File: src/rtl/spi_host_pkg.sv
// Shared types and constants for the host-side SPI initiator that drives
// the RSA register-file slave.
package spi_host_pkg;

  localparam int unsigned FRAME_W = 16;
  localparam int unsigned RW_BIT  = 15;

  localparam logic [6:0] ADDR_STATUS  = 7'd0;
  localparam logic [6:0] ADDR_ACTIONS = 7'd1;
  localparam logic [6:0] ADDR_P       = 7'd2;
  localparam logic [6:0] ADDR_E       = 7'd3;
  localparam logic [6:0] ADDR_M       = 7'd4;
  localparam logic [6:0] ADDR_CONST   = 7'd5;
  localparam logic [6:0] ADDR_C       = 7'd6;

  typedef enum logic [2:0] {
    StIdle,
    StSetup,
    StHigh,
    StLow,
    StHold,
    StGap
  } state_e;

  // Byte 0 carries the R/W flag and address, byte 1 the write data (zero for reads).
  function automatic logic [FRAME_W-1:0] build_frame(input logic       write,
                                                     input logic [6:0] addr,
                                                     input logic [7:0] wdata);
    logic [FRAME_W-1:0] frame;
    frame         = {1'b0, addr, (write ? wdata : 8'h00)};
    frame[RW_BIT] = write;
    return frame;
  endfunction

endpackage

File: src/rtl/spi_host_tick.sv
// Phase divider: tick_o marks the last clk cycle of each CLK_DIV-long SPI phase.
// Cleared whenever the owning FSM changes state so every phase starts aligned.
module spi_host_tick #(
  parameter int unsigned CLK_DIV = 4
) (
  input  logic clk_i,
  input  logic rst_i,
  input  logic clr_i,
  output logic tick_o
);

  localparam int unsigned CntW = (CLK_DIV > 1) ? $clog2(CLK_DIV) : 1;

  logic [CntW-1:0] cnt_q, cnt_d;

  assign tick_o = (cnt_q == CntW'(CLK_DIV - 1));

  always_comb begin
    cnt_d = cnt_q + CntW'(1);
    if (clr_i || tick_o) begin
      cnt_d = '0;
    end
  end

  always_ff @(posedge clk_i) begin
    if (rst_i) begin
      cnt_q <= '0;
    end else begin
      cnt_q <= cnt_d;
    end
  end

endmodule

File: src/rtl/spi_host_master.sv
// Host-side SPI mode-0 initiator: one 16-bit register read/write frame per
// accepted command, returning the byte sampled during the second frame byte.
module spi_host_master
  import spi_host_pkg::*;
#(
  parameter int unsigned ADDR_W  = 3,
  parameter int unsigned REG_W   = 8,
  parameter int unsigned CLK_DIV = 4
) (
  input  logic              clk,
  input  logic              rst,
  input  logic              cmd_valid,
  output logic              cmd_ready,
  input  logic              cmd_write,
  input  logic [ADDR_W-1:0] cmd_addr,
  input  logic [REG_W-1:0]  cmd_wdata,
  output logic              rsp_valid,
  output logic [REG_W-1:0]  rsp_rdata,
  output logic              busy,
  output logic              spi_cs_n,
  output logic              spi_clk,
  output logic              spi_mosi,
  input  logic              spi_miso
);

  localparam int unsigned BitCntW = $clog2(FRAME_W);
  localparam logic [BitCntW-1:0] LastBit = BitCntW'(FRAME_W - 1);

  state_e state_q, state_d;
  logic   tick;
  logic   accept;

  logic [FRAME_W-1:0] tx_q, tx_d;
  logic [REG_W-1:0]   rx_q, rx_d;
  logic [BitCntW-1:0] bit_cnt_q, bit_cnt_d;
  logic               rsp_valid_q, rsp_valid_d;
  logic [REG_W-1:0]   rsp_rdata_q, rsp_rdata_d;

  assign accept = (state_q == StIdle) && cmd_valid;

  spi_host_tick #(
    .CLK_DIV(CLK_DIV)
  ) u_tick (
    .clk_i (clk),
    .rst_i (rst),
    .clr_i (state_d != state_q),
    .tick_o(tick)
  );

  always_ff @(posedge clk) begin
    if (rst) begin
      state_q <= StIdle;
    end else begin
      state_q <= state_d;
    end
  end

  // Every bit gets a full low phase after its high phase; the 16th low phase leads to HOLD.
  always_comb begin
    state_d = state_q;
    unique case (state_q)
      StIdle:  if (cmd_valid) state_d = StSetup;
      StSetup: if (tick) state_d = StHigh;
      StHigh:  if (tick) state_d = StLow;
      StLow:   if (tick) state_d = (bit_cnt_q == LastBit) ? StHold : StHigh;
      StHold:  if (tick) state_d = StGap;
      StGap:   if (tick) state_d = StIdle;
      default: state_d = StIdle;
    endcase
  end

  always_comb begin
    tx_d        = tx_q;
    rx_d        = rx_q;
    bit_cnt_d   = bit_cnt_q;
    rsp_valid_d = 1'b0;
    rsp_rdata_d = rsp_rdata_q;
    if (accept) begin
      tx_d      = build_frame(cmd_write, 7'(cmd_addr), cmd_wdata);
      bit_cnt_d = '0;
    end
    // MISO is sampled late in the high phase to cover the slave's SCLK synchroniser.
    if (state_q == StHigh && tick) begin
      rx_d = {rx_q[REG_W-2:0], spi_miso};
      tx_d = {tx_q[FRAME_W-2:0], 1'b0};
    end
    if (state_q == StLow && tick && bit_cnt_q != LastBit) begin
      bit_cnt_d = bit_cnt_q + BitCntW'(1);
    end
    if (state_q == StHold && tick) begin
      rsp_valid_d = 1'b1;
      rsp_rdata_d = rx_q;
    end
  end

  always_ff @(posedge clk) begin
    if (rst) begin
      tx_q        <= '0;
      rx_q        <= '0;
      bit_cnt_q   <= '0;
      rsp_valid_q <= 1'b0;
      rsp_rdata_q <= '0;
    end else begin
      tx_q        <= tx_d;
      rx_q        <= rx_d;
      bit_cnt_q   <= bit_cnt_d;
      rsp_valid_q <= rsp_valid_d;
      rsp_rdata_q <= rsp_rdata_d;
    end
  end

  always_comb begin
    cmd_ready = (state_q == StIdle) && !rst;
    busy      = (state_q != StIdle);
    spi_cs_n  = !(state_q inside {StSetup, StHigh, StLow, StHold});
    spi_clk   = (state_q == StHigh);
    spi_mosi  = (state_q inside {StSetup, StHigh, StLow}) ? tx_q[FRAME_W-1] : 1'b0;
    rsp_valid = rsp_valid_q;
    rsp_rdata = rsp_rdata_q;
  end

endmodule

File: config.mk
export PLATFORM = sky130hd
export DESIGN_NAME = spi_host_master
export DESIGN_NICKNAME = d
export VERILOG_FILES = /design/src/rtl/spi_host_pkg.sv /design/src/rtl/spi_host_tick.sv /design/src/rtl/spi_host_master.sv
export SDC_FILE = /design/constraint.sdc
export NUM_CORES = 1
export LEC_CHECK = 0
export BUFFER_PORTS_ARGS = -buffer_cell sky130_fd_sc_hd__buf_2
export CAP_MARGIN = 40
export CELL_PAD_IN_SITES_DETAIL_PLACEMENT = 1
export CELL_PAD_IN_SITES_GLOBAL_PLACEMENT = 1
export CORE_MARGIN = 4
export CORE_UTILIZATION = 42
export CTS_BUF_LIST = sky130_fd_sc_hd__clkbuf_2
export DETAILED_ROUTE_END_ITERATION = 7
export GPL_TIMING_DRIVEN = 1
export PLACE_DENSITY = 0.87
export SKIP_CTS_REPAIR_TIMING = 1
export SLEW_MARGIN = 20
export SYNTH_ARGS = -nofsm -noshare
export SYNTH_HDL_FRONTEND = slang
export SYNTH_SLANG_ARGS = --single-unit
File: constraint.sdc
create_clock -name clk -period 1.5 [get_ports clk]
set_input_delay 0 -clock clk [delete_from_list [all_inputs] [get_ports clk]]
set_output_delay 0 -clock clk [all_outputs]
set_load 0.05 [all_outputs]
* Yosys cells after proc, flatten, opt, wreduce, memory -nomap -nowiden
Cells that the tools add are included.
** Operators by class
- Reduce and logical (&&, ||, !) cells :: 17
- Eq/ne operators :: 9
- Multiplexer cells :: 15
- Add/subtract/negate cells :: 2
** Operators by type and width (count)
- $mux 16 :: 2
- $mux 3 :: 7
- $pmux 3 s6 :: 1
- $mux 4 :: 2
- $mux 8 :: 1
- $eq 3x2->1 const B :: 2
- $eq 3x3->1 const B :: 2
- $logic_and 1x1->1 :: 6
- $reduce_bool 3->1 :: 2
- $add 4x1->4 const B :: 1
- $eq 4x4->1 const B :: 1
- $ne 4x4->1 const B :: 1
- $reduce_bool 2->1 :: 2
- $reduce_bool 4->1 :: 1
- $reduce_or 2->1 :: 2
- $eq 3x1->1 const B :: 1
- $logic_not 3->1 :: 1
- $ne 3x3->1 :: 1
- $add 2x1->2 const B :: 1
- $eq 2x2->1 const B :: 1
- $logic_not 1->1 :: 2
- $mux 1 :: 2
- $logic_or 1x1->1 :: 1
** Storage, ports and cells
- Output and inout port bits :: 14
- Bits in registers :: 42

* Depth between registers and ports, before layout
- Depth in word-level cells :: 7
- Depth in mapped cells :: 6

* By module
From an unflattened synthesis, not the netlist that was laid out.
** Second synthesis, totals
- Cell total of the unflattened synthesis :: 219
- Area total of the unflattened synthesis :: 1869.3 um^2
** Modules (own cells, without submodules)
- spi_host_master :: times used 1, cells an instance 214, area each 1789.2 um^2, sequential area each 800.8 um^2
- spi_host_tick :: times used 1, cells an instance 5, area each 80.1 um^2, sequential area each 40.0 um^2

* Worst setup path after synthesis
Ideal clock, no wire load.
- Path kind :: reg2out
- From :: register state_q[2]
- To :: output port cmd_ready
- Slack :: -0.403 ns
- Arrival time :: 1.903 ns
- Cell stages (with the launch flop) :: 5
- Cell sequence :: dfxtp_1 -> buf_2 -> clkbuf_1 -> or3_1 -> nor2_1
** Between the ends
- Longest elaborated chain between the ends :: 2
** Ends and longest elaborated chain
- start: declaration :: RTL line spi_host_master.sv:29 : state_e state_q, state_d;
- start signal: assignment :: RTL line spi_host_master.sv:52 : state_q <= StIdle;
- start signal: assignment :: RTL line spi_host_master.sv:54 : state_q <= state_d;
- $logic_not 3->1 :: RTL line spi_host_master.sv:113 : cmd_ready = (state_q == StIdle) && !rst;
- $logic_and 1x1->1 :: RTL line spi_host_master.sv:113
- end: declaration :: RTL line spi_host_master.sv:13 : output logic cmd_ready,
No other way between the ends.

* Final worst setup path
- From :: register state_q[1]
- To :: register rsp_rdata_q[5], in the netlist rsp_rdata[5]
** Between the ends
- Longest elaborated chain between the ends :: 2
** Ends and longest elaborated chain
- $eq 3x3->1 :: RTL line spi_host_master.sv:90 : if (state_q == StHold && tick) begin
- $logic_and 1x1->1 :: RTL line spi_host_master.sv:90
- end signal: assignment :: RTL line spi_host_master.sv:108 : rsp_rdata_q <= rsp_rdata_d;
- end: declaration :: RTL line spi_host_master.sv:37 : logic [REG_W-1:0] rsp_rdata_q, rsp_rdata_d;
No other way between the ends.
A chain may end at the register's enable or synchronous reset.

==> out/qor.txt <==
layout cells sized above 1 = 43.2%
slew margin rel. = 63.8%
core region area = 4060 µm²
worst hold endpoint = state_q[0]$_SDFF_PP0_
dpl ws = -52.8 ps
Yosys reg bits = 42
hold path cells = 4
required time worst endpoint = 1860 ps
Initial Utilization = 44.2%
Synth cell types = 39
drt pass-1 iters = 4
first-pass GRT wire length = 7.40 mm
Syn Nets = 233
Clock transition at path regs = 240 ps
top-count cell post-synth = nand2_1
Finished Layout Cells = 328
hpwl dp = 3.05 mm
CTS HTree Levels = 2
routed len/inst = 21.3 µm
CP startpoint kind = flop
number of routed nets with antenna violations = 0
Final Hold Viols = 0
num ports = 30
area leader, netlist = dfxtp_1
Synth Area per Inst = 8.35 µm²
Via density = 6.05
GRT Util Overall = 17.3%
RSZ-0062 raised after global routing = true
Clock Tree Buf Depth = 2
setup TNS = -2250 ps
Final Power = 2.03 mW
worst-case reg-to-reg path depth = 7
Worst Path Arrival = 2050 ps
sequential-to-total area share from yosys stat = 46.8%
status = finished with violations
routability cong. = 0.744
DP Area = 2040 µm²
critical path peak fanout = 8
Fillers = 458
r2r startpoint = state_q[1]$_SDFF_PP0_
r2r setup slk = -190 ps
Max VDD drop = 490 µV
Most common cell on crit path = buf_4
CTS tree = built
Lkg Pwr = 1.02 nW
Slew @ Worst Pin = 530 ps
vias in the first global route = 1600
buffers added on ports = 29
full die area = 5380 µm²
nets = 295
Die Height = 73.4 µm
Fmax = 593 MHz
critical path type = reg -> reg
dpl cells = 288
grt ovf = 0
power per cell area = 754 nW/µm²
Post-synth top cells = nand2_1, dfxtp_1, a21oi_1
total clock sinks = 42
post-route cell area = 2690 µm²
1st-iter DRT viols = 138
DRC = 0
Mapped Cells = 215
Final WS setup = -188 ps
largest net degree at the start of global routing = 34
max-cap violations = 0
Hold Crit Class = in -> reg
Yosys top cell area share = 46.8%
clk_lat worst skew = 430 ps
Post-synth EDFFs = 0
final hold slack = 78.7 ps
Period minus WS final = 1690 ps
CTS Buf Count = 5
Critical R2R Capture = rsp_rdata[5]$_SDFFE_PP0P_
routed wire length = 7.00 mm
Area Overhead vs Synth = 49.9%
ys async rst share = 0%
Worst Clk Skew = 24.2 ps
mapped cell area = 1800 µm²
ANT cells = 0
hold_sp = cmd_valid
top cells by area, synth = dfxtp_1, nand2_1, a21oi_1
Final setup viols = 34
Finished Core Util = 66.3%
Vias = 1983
Final Cycle Share = 113%
crit path cell chain = buf_6, buf_4, buf_4, nor4bb_1, buf_4, nand2_1, a21oi_1
Syn. warnings = 0
top_reg_cell synth = dfxtp_1
row count = 23
die width = 73.4 µm
Worst path max stage delay = 380 ps
CTS root buffer = clkbuf_2
critical path capture point type = flop
Max Slew Vio Count = 0
antenna violations before repair = 0
Worst path slowest cell = dfxtp_2
failing checks = negative setup slack
cells by family after synthesis:
family | Yosys count | synth area share (%)
and+or+nand+nor | 87 | 24.3
AOI/OAI and AO/OA | 60 | 21.3
DFF | 42 | 46.8
buffers and inverters | 24 | 6.20
adders and majority gates | 2 | 1.39
how the worst max path moves through the flow:
stage,start,to,slack [ps],depth (start not counted)
after floorplan,state_q[1]$_SDFF_PP0_,spi_clk,-190,3
after global placement,u_tick.cnt_q[0]$_SDFF_PP0_,state_q[2]$_SDFF_PP0_,30,4
after detailed placement,u_tick.cnt_q[0]$_SDFF_PP0_,state_q[2]$_SDFF_PP0_,-50,4
after CTS,state_q[2]$_SDFF_PP0_,cmd_ready,-300,4
after global routing,state_q[1]$_SDFF_PP0_,rsp_rdata[5]$_SDFFE_PP0P_,-260,7
final,state_q[1]$_SDFF_PP0_,rsp_rdata[5]$_SDFFE_PP0P_,-190,7
where the power goes:
part / total (mW) / internal, mW / switching (mW) / leakage (nW)
sequential: 1.16 / 1.14 / 0.0228 / 0.342
clock: 0.531 / 0.115 / 0.416 / 0.0289
combinational: 0.334 / 0.156 / 0.178 / 0.650
registers in the layout, indices dropped and copies added (netlist names):
register / count
rsp_rdata: 8
rsp_valid: 1
state_q: 3
tx_q: 16
bit_cnt_q: 4
rx_q: 8
u_tick.cnt_q: 2
layout make-up:
type	instances	area (µm²)	area share [%]
clock buffer	5	25.0	0.930
multi-input combinational	149	1100	40.8
tap	50	62.6	2.32
sequential	42	848	31.5
inverter	3	11.3	0.418
clock inverter	3	21.3	0.790
timing repair buffer	76	626	23.2
worst max-delay path, delay by kind of cell (launching register included):
family,cells,cell delay [ps]
and+or+nand+nor,2,460
DFF,1,380
AOI/OAI and AO/OA,1,170
buffers and inverters,4,640
cell usage in the layout, fill, tap and decap left out, types with 3 or more instances in the layout:
cell / count
a21oi_1: 23
a21oi_2: 11
a32oi_1: 3
a32oi_2: 4
buf_2: 26
buf_4: 21
buf_6: 10
buf_8: 3
clkbuf_2: 5
dfxtp_1: 38
dfxtp_2: 3
dlygate4sd3_1: 14
nand2_1: 42
nand2_2: 3
nand3_1: 4
nand3_2: 7
nand3_4: 5
nor2_1: 6
nor3_1: 3
per-layer routing:
layer	up-vias	share of wire, %	global-route usage [%]
li1	896	-	-
met1	1007	41	22.6
met2	70	53	27.6
met3	10	4.2	4.10
met4	0	1.6	6.44
met5	-	0	0
No activity file was read; power rests on OpenSTA's default activity.
